--- src/rtl/demux_1_2_reg_pkg.sv ---
// Shared constants for the registered 1:2 stream demultiplexer.
package demux_pkg;

   // Route-select encoding, same polarity as the 2:1 mux select.
   localparam logic SEL_A = 1'b1;
   localparam logic SEL_B = 1'b0;

   // Default widths.
   localparam int DEF_WIDTH = 8;
   localparam int DEF_CNT_W = 16;

endpackage

--- src/rtl/demux_1_2_reg_out_slot.sv ---
// One-entry valid/ready output register with load, drain and hold behaviour.
// o_free tells the producer side that a load this cycle will be absorbed,
// either because the slot is empty or because it is draining right now.
module out_slot
   import demux_pkg::*;
#(
   parameter int WIDTH = DEF_WIDTH
) (
   input  logic             clk,
   input  logic             rst,
   input  logic             i_load,
   input  logic [WIDTH-1:0] i_data,
   input  logic             i_ready,
   output logic             o_valid,
   output logic [WIDTH-1:0] o_data,
   output logic             o_free
);

   logic             r_valid;
   logic [WIDTH-1:0] r_data;

   // Load wins over drain so a simultaneous drain and refill keeps valid high.
   always_ff @(posedge clk) begin
      if (rst) begin
         r_valid <= 1'b0;
         r_data  <= '0;
      end else if (i_load) begin
         r_valid <= 1'b1;
         r_data  <= i_data;
      end else if (r_valid && i_ready) begin
         r_valid <= 1'b0;
      end
   end

   assign o_valid = r_valid;
   assign o_data  = r_data;
   assign o_free  = !r_valid || i_ready;

endmodule

--- src/rtl/demux_1_2_reg.sv ---
// Registered 1:2 stream demultiplexer. Each input beat goes to output A or B
// (from in_sel, or alternating when rr_en is set) and is buffered in a
// one-entry slot per output. Delivered beats are counted per output with
// saturating counters.
module demux_1_2_reg
   import demux_pkg::*;
#(
   parameter int WIDTH = DEF_WIDTH,
   parameter int CNT_W = DEF_CNT_W
) (
   input  logic             clk,
   input  logic             rst,
   input  logic             in_valid,
   output logic             in_ready,
   input  logic [WIDTH-1:0] in_data,
   input  logic             in_sel,
   input  logic             rr_en,
   output logic             a_valid,
   input  logic             a_ready,
   output logic [WIDTH-1:0] a_data,
   output logic             b_valid,
   input  logic             b_ready,
   output logic [WIDTH-1:0] b_data,
   output logic [CNT_W-1:0] cnt_a,
   output logic [CNT_W-1:0] cnt_b
);

   logic             r_rr_ptr;
   logic [CNT_W-1:0] r_cnt_a;
   logic [CNT_W-1:0] r_cnt_b;

   logic w_tgt;
   logic w_a_free;
   logic w_b_free;
   logic w_acc;
   logic w_load_a;
   logic w_load_b;

   function automatic logic [CNT_W-1:0] sat_inc(input logic [CNT_W-1:0] v);
      return (v == {CNT_W{1'b1}}) ? v : v + CNT_W'(1);
   endfunction

   // Effective route, acceptance and per-slot load strobes.
   always_comb begin
      w_tgt    = rr_en ? r_rr_ptr : in_sel;
      in_ready = !rst && ((w_tgt == SEL_A) ? w_a_free : w_b_free);
      w_acc    = in_valid && in_ready;
      w_load_a = w_acc && (w_tgt == SEL_A);
      w_load_b = w_acc && (w_tgt == SEL_B);
   end

   out_slot #(.WIDTH(WIDTH)) u_slot_a (
      .clk     (clk),
      .rst     (rst),
      .i_load  (w_load_a),
      .i_data  (in_data),
      .i_ready (a_ready),
      .o_valid (a_valid),
      .o_data  (a_data),
      .o_free  (w_a_free)
   );

   out_slot #(.WIDTH(WIDTH)) u_slot_b (
      .clk     (clk),
      .rst     (rst),
      .i_load  (w_load_b),
      .i_data  (in_data),
      .i_ready (b_ready),
      .o_valid (b_valid),
      .o_data  (b_data),
      .o_free  (w_b_free)
   );

   // Round-robin pointer: starts on A, toggles only on beats accepted in rr mode.
   always_ff @(posedge clk) begin
      if (rst) begin
         r_rr_ptr <= SEL_A;
      end else if (w_acc && rr_en) begin
         r_rr_ptr <= !r_rr_ptr;
      end
   end

   // Delivered-beat counters, saturating at all-ones.
   always_ff @(posedge clk) begin
      if (rst) begin
         r_cnt_a <= '0;
         r_cnt_b <= '0;
      end else begin
         if (a_valid && a_ready) r_cnt_a <= sat_inc(r_cnt_a);
         if (b_valid && b_ready) r_cnt_b <= sat_inc(r_cnt_b);
      end
   end

   assign cnt_a = r_cnt_a;
   assign cnt_b = r_cnt_b;

endmodule

--- config.mk ---
export PLATFORM = sky130hd
export DESIGN_NAME = demux_1_2_reg
export DESIGN_NICKNAME = d
export VERILOG_FILES = /design/src/rtl/demux_1_2_reg_pkg.sv /design/src/rtl/demux_1_2_reg_out_slot.sv /design/src/rtl/demux_1_2_reg.sv
export SDC_FILE = /design/constraint.sdc
export NUM_CORES = 1
export LEC_CHECK = 0
export CORE_ASPECT_RATIO = 1.75
export CORE_MARGIN = 2
export CORE_UTILIZATION = 40
export CTS_BUF_LIST = sky130_fd_sc_hd__clkbuf_8
export DETAILED_ROUTE_END_ITERATION = 8
export DONT_BUFFER_PORTS = 1
export PLACE_DENSITY = 0.61
export SYNTH_ARGS = -nofsm -noshare
export SYNTH_HDL_FRONTEND = slang
export SYNTH_HIERARCHICAL = 1
export SYNTH_SLANG_ARGS = --single-unit
--- constraint.sdc ---
create_clock -name clk -period 3.65 [get_ports clk]
set_input_delay 0.5475 -clock clk [delete_from_list [all_inputs] [get_ports clk]]
set_output_delay 0.5475 -clock clk [all_outputs]
set_load 0.01 [all_outputs]
Yosys cells after proc, flatten, opt, wreduce, memory -nomap -nowiden --
Index checks and enable logic that the tools add are counted.
Storage, ports and cells: input bits 15, register bits 51, output and inout bits 51, logic and storage cells 37
Operators by class: mux-type cells 6, equality and inequality tests 2, bitwise logic cells 3, reduce and logical (&&, ||, !) cells 17, add/sub/neg operators 2
Operators with widths (count):
- $add 16x1->16 const B | 2
- $eq 16x16->1 const B | 2
- $logic_and 1x1->1 | 7
- $mux 1 | 6
- $logic_not 1->1 | 4
- $reduce_and 2->1 | 2
- $reduce_bool 2->1 | 2
- $not 1->1 | 3
- $logic_or 1x1->1 | 2

Longest topological paths before layout --
depth in word-level cells 7, mapped depth 7, mapped depth without buffers 6

By module --
The synthesis kept the hierarchy.
Modules (own cells, without submodules):
- demux_1_2_reg | sequential area each 660.6 um^2, times used 1, area an instance 1783.0 um^2, cells each 207
- out_slot | sequential area each 180.2 um^2, times used 2, area an instance 321.6 um^2, cells each 30

Worst setup path before layout --
Ideal clock, no wire load.
path type input -> register, start point in rr_en, end point reg u_slot_b.r_data[0] (netlist: u_slot_b/o_data[0]), required time 3.533 ns, library setup time 0.117 ns, stages on the path 7, path slack 1.824 ns, arrival 1.709 ns, buffers on the path 1, path through mux2i_1 mux2i_1 nor2_1 and3_1 buf_6 mux2i_1 nor2_1
Between the ends: cells in the longest elaborated chain, start to end 5, elaborated cells between the ends (all ways) 6, those cells by class mux: 2; bitwise: 1; reduce/logical: 3
RTL lines:
- from (decl) | RTL line demux_1_2_reg.sv:17 | input logic rr_en,
- $mux 1 | RTL line demux_1_2_reg.sv:45 | w_tgt = rr_en ? r_rr_ptr : in_sel;
- $mux 1 | RTL line demux_1_2_reg.sv:46 | in_ready = !rst && ((w_tgt == SEL_A) ? w_a_free : w_b_free);
- $logic_and 1x1->1 | RTL line demux_1_2_reg.sv:46
- named net in_ready | RTL line demux_1_2_reg.sv:14 | output logic in_ready,
- $logic_and 1x1->1 | RTL line demux_1_2_reg.sv:47 | w_acc = in_valid && in_ready;
- $logic_and 1x1->1 | RTL line demux_1_2_reg.sv:49 | w_load_b = w_acc && (w_tgt == SEL_B);
- named net w_load_b | RTL line demux_1_2_reg.sv:37 | logic w_load_b;
- to (signal assigned) | RTL line demux_1_2_reg_out_slot.sv:29 | r_data <= i_data;
- to (decl) | RTL line demux_1_2_reg_out_slot.sv:20 | logic [WIDTH-1:0] r_data;
The timed path passes the listed nets, and every way through them passes these cells. A chain may end at the register's enable or synchronous reset.

Final worst setup path --
start point reg r_cnt_a[0] (netlist: cnt_a[0]), end point reg r_cnt_a[10] (netlist: cnt_a[10])
Between the ends: cells in the longest elaborated chain, start to end 3, elaborated cells between the ends (all ways) 4, those cells by class add/sub: 1; eq/ne: 1; bitwise: 1; reduce/logical: 1
RTL lines:
- from (decl) | RTL line demux_1_2_reg.sv:29 | logic [CNT_W-1:0] r_cnt_a;
- from (signal assigned) | RTL line demux_1_2_reg.sv:89 | if (a_valid && a_ready) r_cnt_a <= sat_inc(r_cnt_a);
- branches (longest 3 deep; another with $add 16x1->16)
Parallel ways; which one is timed is not known.

==> impl_metrics.json <==
{
  "cts_buffers": 5,
  "fin_skew_ps": 6.600,
  "post_cts_resized": 0,
  "place.gp.congestion": 0.7519,
  "cts_tree": "done",
  "final_core_utilization_pct": 44.20,
  "timing.critical_path.from_type": "register",
  "post_drt_wl_per_cell_um": 14.86,
  "min_period_ps": 2251,
  "pre_cts_ws_ps": 1382,
  "netlist_area_sq_um": 2426,
  "io_buffers": 0,
  "antenna_found_initial": 0,
  "fin_crit_sh_pct": 61.68,
  "synth_cells": 267,
  "worst_slack_ps": 1399,
  "finalHoldViolCount": 0,
  "clk_pin_slew_ps": 100,
  "synth_fp_nets": 284,
  "p_int_mw": 0.8559,
  "report.final.slew_viol_count": 0,
  "path_class": "register to register",
  "min_from": "rst",
  "cts_setup_buffers": 0,
  "finalPower_mw": 1.075,
  "drtIter0Drc": 48,
  "worstPathMaxFanout": 18,
  "tightestPinTransition_ps": 765.9,
  "cts_root_buf": "clkbuf_8",
  "power_density_nw_per_um2": 413.5,
  "diodes": 0,
  "hpwl_mm": 3.645,
  "p_comb_share_pct": 3.0,
  "ys_seq_area_share_pct": 42.08,
  "cp-end-kind": "register",
  "holdWs_ps": 311.0,
  "final_cells": 343,
  "io-pin-count": 66,
  "startpoint": "cnt_a[0]$_SDFFE_PP0P_",
  "synth-edff-count": 0,
  "overflow": 0,
  "placed_area_sq_um": 2462,
  "die_y_um": 107.0,
  "r2r_slack_ps": 1400,
  "status": "completed",
  "hold_path.class": "input pin to register",
  "reg2reg_depth": 5,
  "setup_viol": 0,
  "fin_area_sq_um": 2599,
  "power.share.sequential_pct": 53.8,
  "dp.cells": 335,
  "async_reset_ff_share_pct": 0,
  "core_sq_um": 5879,
  "clock_path_buffers": 2,
  "relSlewSlack_pct": 48.56,
  "grt_max_degree": 63,
  "routed_wl_mm": 5.097,
  "yosys_warnings": 6,
  "viasPerCell": 5.592,
  "cts_hold_buf": 0,
  "synth.ff_latch_count": 51,
  "grt_pass1_vias": 1867,
  "maxCapViolCount": 0,
  "swShare_pct": 20.35,
  "holdPathStages": 1,
  "ir_drop_mv": 0.3849,
  "area_delta_synth_final_pct": 7.117,
  "ys.flop_type": "dfxtp_1",
  "num_vias": 1918,
  "postRouteAntennaNets": 0,
  "pwr-share-clk_pct": 43.2,
  "route.detailed.drc": 0,
  "start_util_pct": 41.26,
  "final_nets": 281,
  "rr_endpoint": "cnt_a[10]$_SDFFE_PP0P_",
  "arrival_ps": 2440,
  "dr.pass1.iters": 4,
  "fmax_mhz": 444.2,
  "switchingPower_mw": 0.2187,
  "placementRows": 37,
  "r2r_start": "cnt_a[0]$_SDFFE_PP0P_",
  "drive_above_1_share_pct": 7.925,
  "die_width_um": 62.87,
  "finalSetupTns_ps": 0,
  "rsz0062_at_grt": "false",
  "grt_use_total_pct": 15.85,
  "grt_pass1_wl_mm": 8.618,
  "cp.required_ps": 3840,
  "syn_area_per_cell_sq_um": 9.086,
  "clkSinkCount": 51,
  "dieArea_sq_um": 6729,
  "leakage_nw": 0.8705,
  "holdPathEnd": "u_slot_b/o_data[3]$_SDFFE_PP0P_",
  "ys_types": 42,
  "cts.htree.levels": 2,
  "insertion_delay_ps": 300
}
## cell usage in the layout (no fill, tap or decap), drive strengths merged, types with 2 or more instances in the layout
cell type   n
a21oi      22
a311oi      2
and2        4
and3        3
and4        4
bufinv      2
clkbuf      5
dfxtp      51
ha          2
inv         4
mux2        7
mux2i      21
nand2      13
nand2b      4
nand3      10
nand4      12
nor2       33
nor2b       7
nor3        7
nor4        6
nor4b       2
o21ai      14
o31ai       3
or3        13
or4         4
## layout make-up
cell class              instances  area [sq um]
fillers                       607          3281
multi-input cells             201          1321
flip-flops and latches         51          1021
well taps                      78         97.59
clock buffers                   5         68.82
clock inverters                 3         67.56
inverters                       4         15.01
repair buffers                  1         7.507
## registers in the layout, summed over array words and instances (netlist names)
name / cells
cnt_a: 16
cnt_b: 16
r_rr_ptr: 1
u_slot_a/o_data: 8
u_slot_a/o_valid: 1
u_slot_b/o_data: 8
u_slot_b/o_valid: 1
## power by group through the flow
stage	clock [mW]	combinational (mW)	sequential, mW
after floorplan	0	0.0389	0.588
after global placement	0	0.0325	0.591
after detailed placement	0	0.0336	0.591
after CTS	0.483	0.0335	0.578
after global routing	0.502	0.0368	0.579
final	0.464	0.0328	0.578
## worst max-delay path by stage
stage,to
after floorplan,u_slot_b/o_data[0]$_SDFFE_PP0P_
after global placement,u_slot_b/o_data[3]$_SDFFE_PP0P_
after detailed placement,u_slot_b/o_data[3]$_SDFFE_PP0P_
after CTS,cnt_a[10]$_SDFFE_PP0P_
after global routing,cnt_a[10]$_SDFFE_PP0P_
final,cnt_a[10]$_SDFFE_PP0P_
## metal layers
metal | vias to the layer above | GRT usage [%] | share of wire, %
met5 | - | 0 | 0
met4 | 0 | 6.825 | 1.0
met3 | 2 | 5.456 | 6.5
met2 | 43 | 29.26 | 54
met1 | 900 | 15.74 | 38
li1 | 973 | - | -
## cells in the mapped netlist, types with 7 or more instances
cell type / count / area share [%]
dfxtp_1: 51 / 42
nor3_1: 7 / 1.4
nor2_1: 33 / 5.1
or3_1: 12 / 3.1
nand4_1: 10 / 2.6
nor2b_1: 7 / 1.8
nand2_1: 13 / 2.0
a21oi_1: 22 / 4.5
o21ai_0: 7 / 1.4
nand3_1: 10 / 2.1
o21ai_1: 7 / 1.4
mux2i_1: 21 / 8.7
## kinds of logic (layout without fill, tap and decap cells)
family | count (synthesis) | in the layout | share of synthesized area, %
simple gates | 123 | 123 | 29.55
xor+xnor | 2 | 2 | 0.7222
mux | 28 | 28 | 11.91
compound gates | 46 | 46 | 10.99
buf+inv | 15 | 13 | 3.713
flops | 51 | 51 | 42.08
fa+ha+maj | 2 | 2 | 1.031
## critical path, stage by stage (launching register included)
cell and delay (ps):
dfxtp_1 460, ha_1 280, nand4_4 190, nor4_4 740, nor4_1 130, mux2_1 340
(Power assumes the default switching activity.)
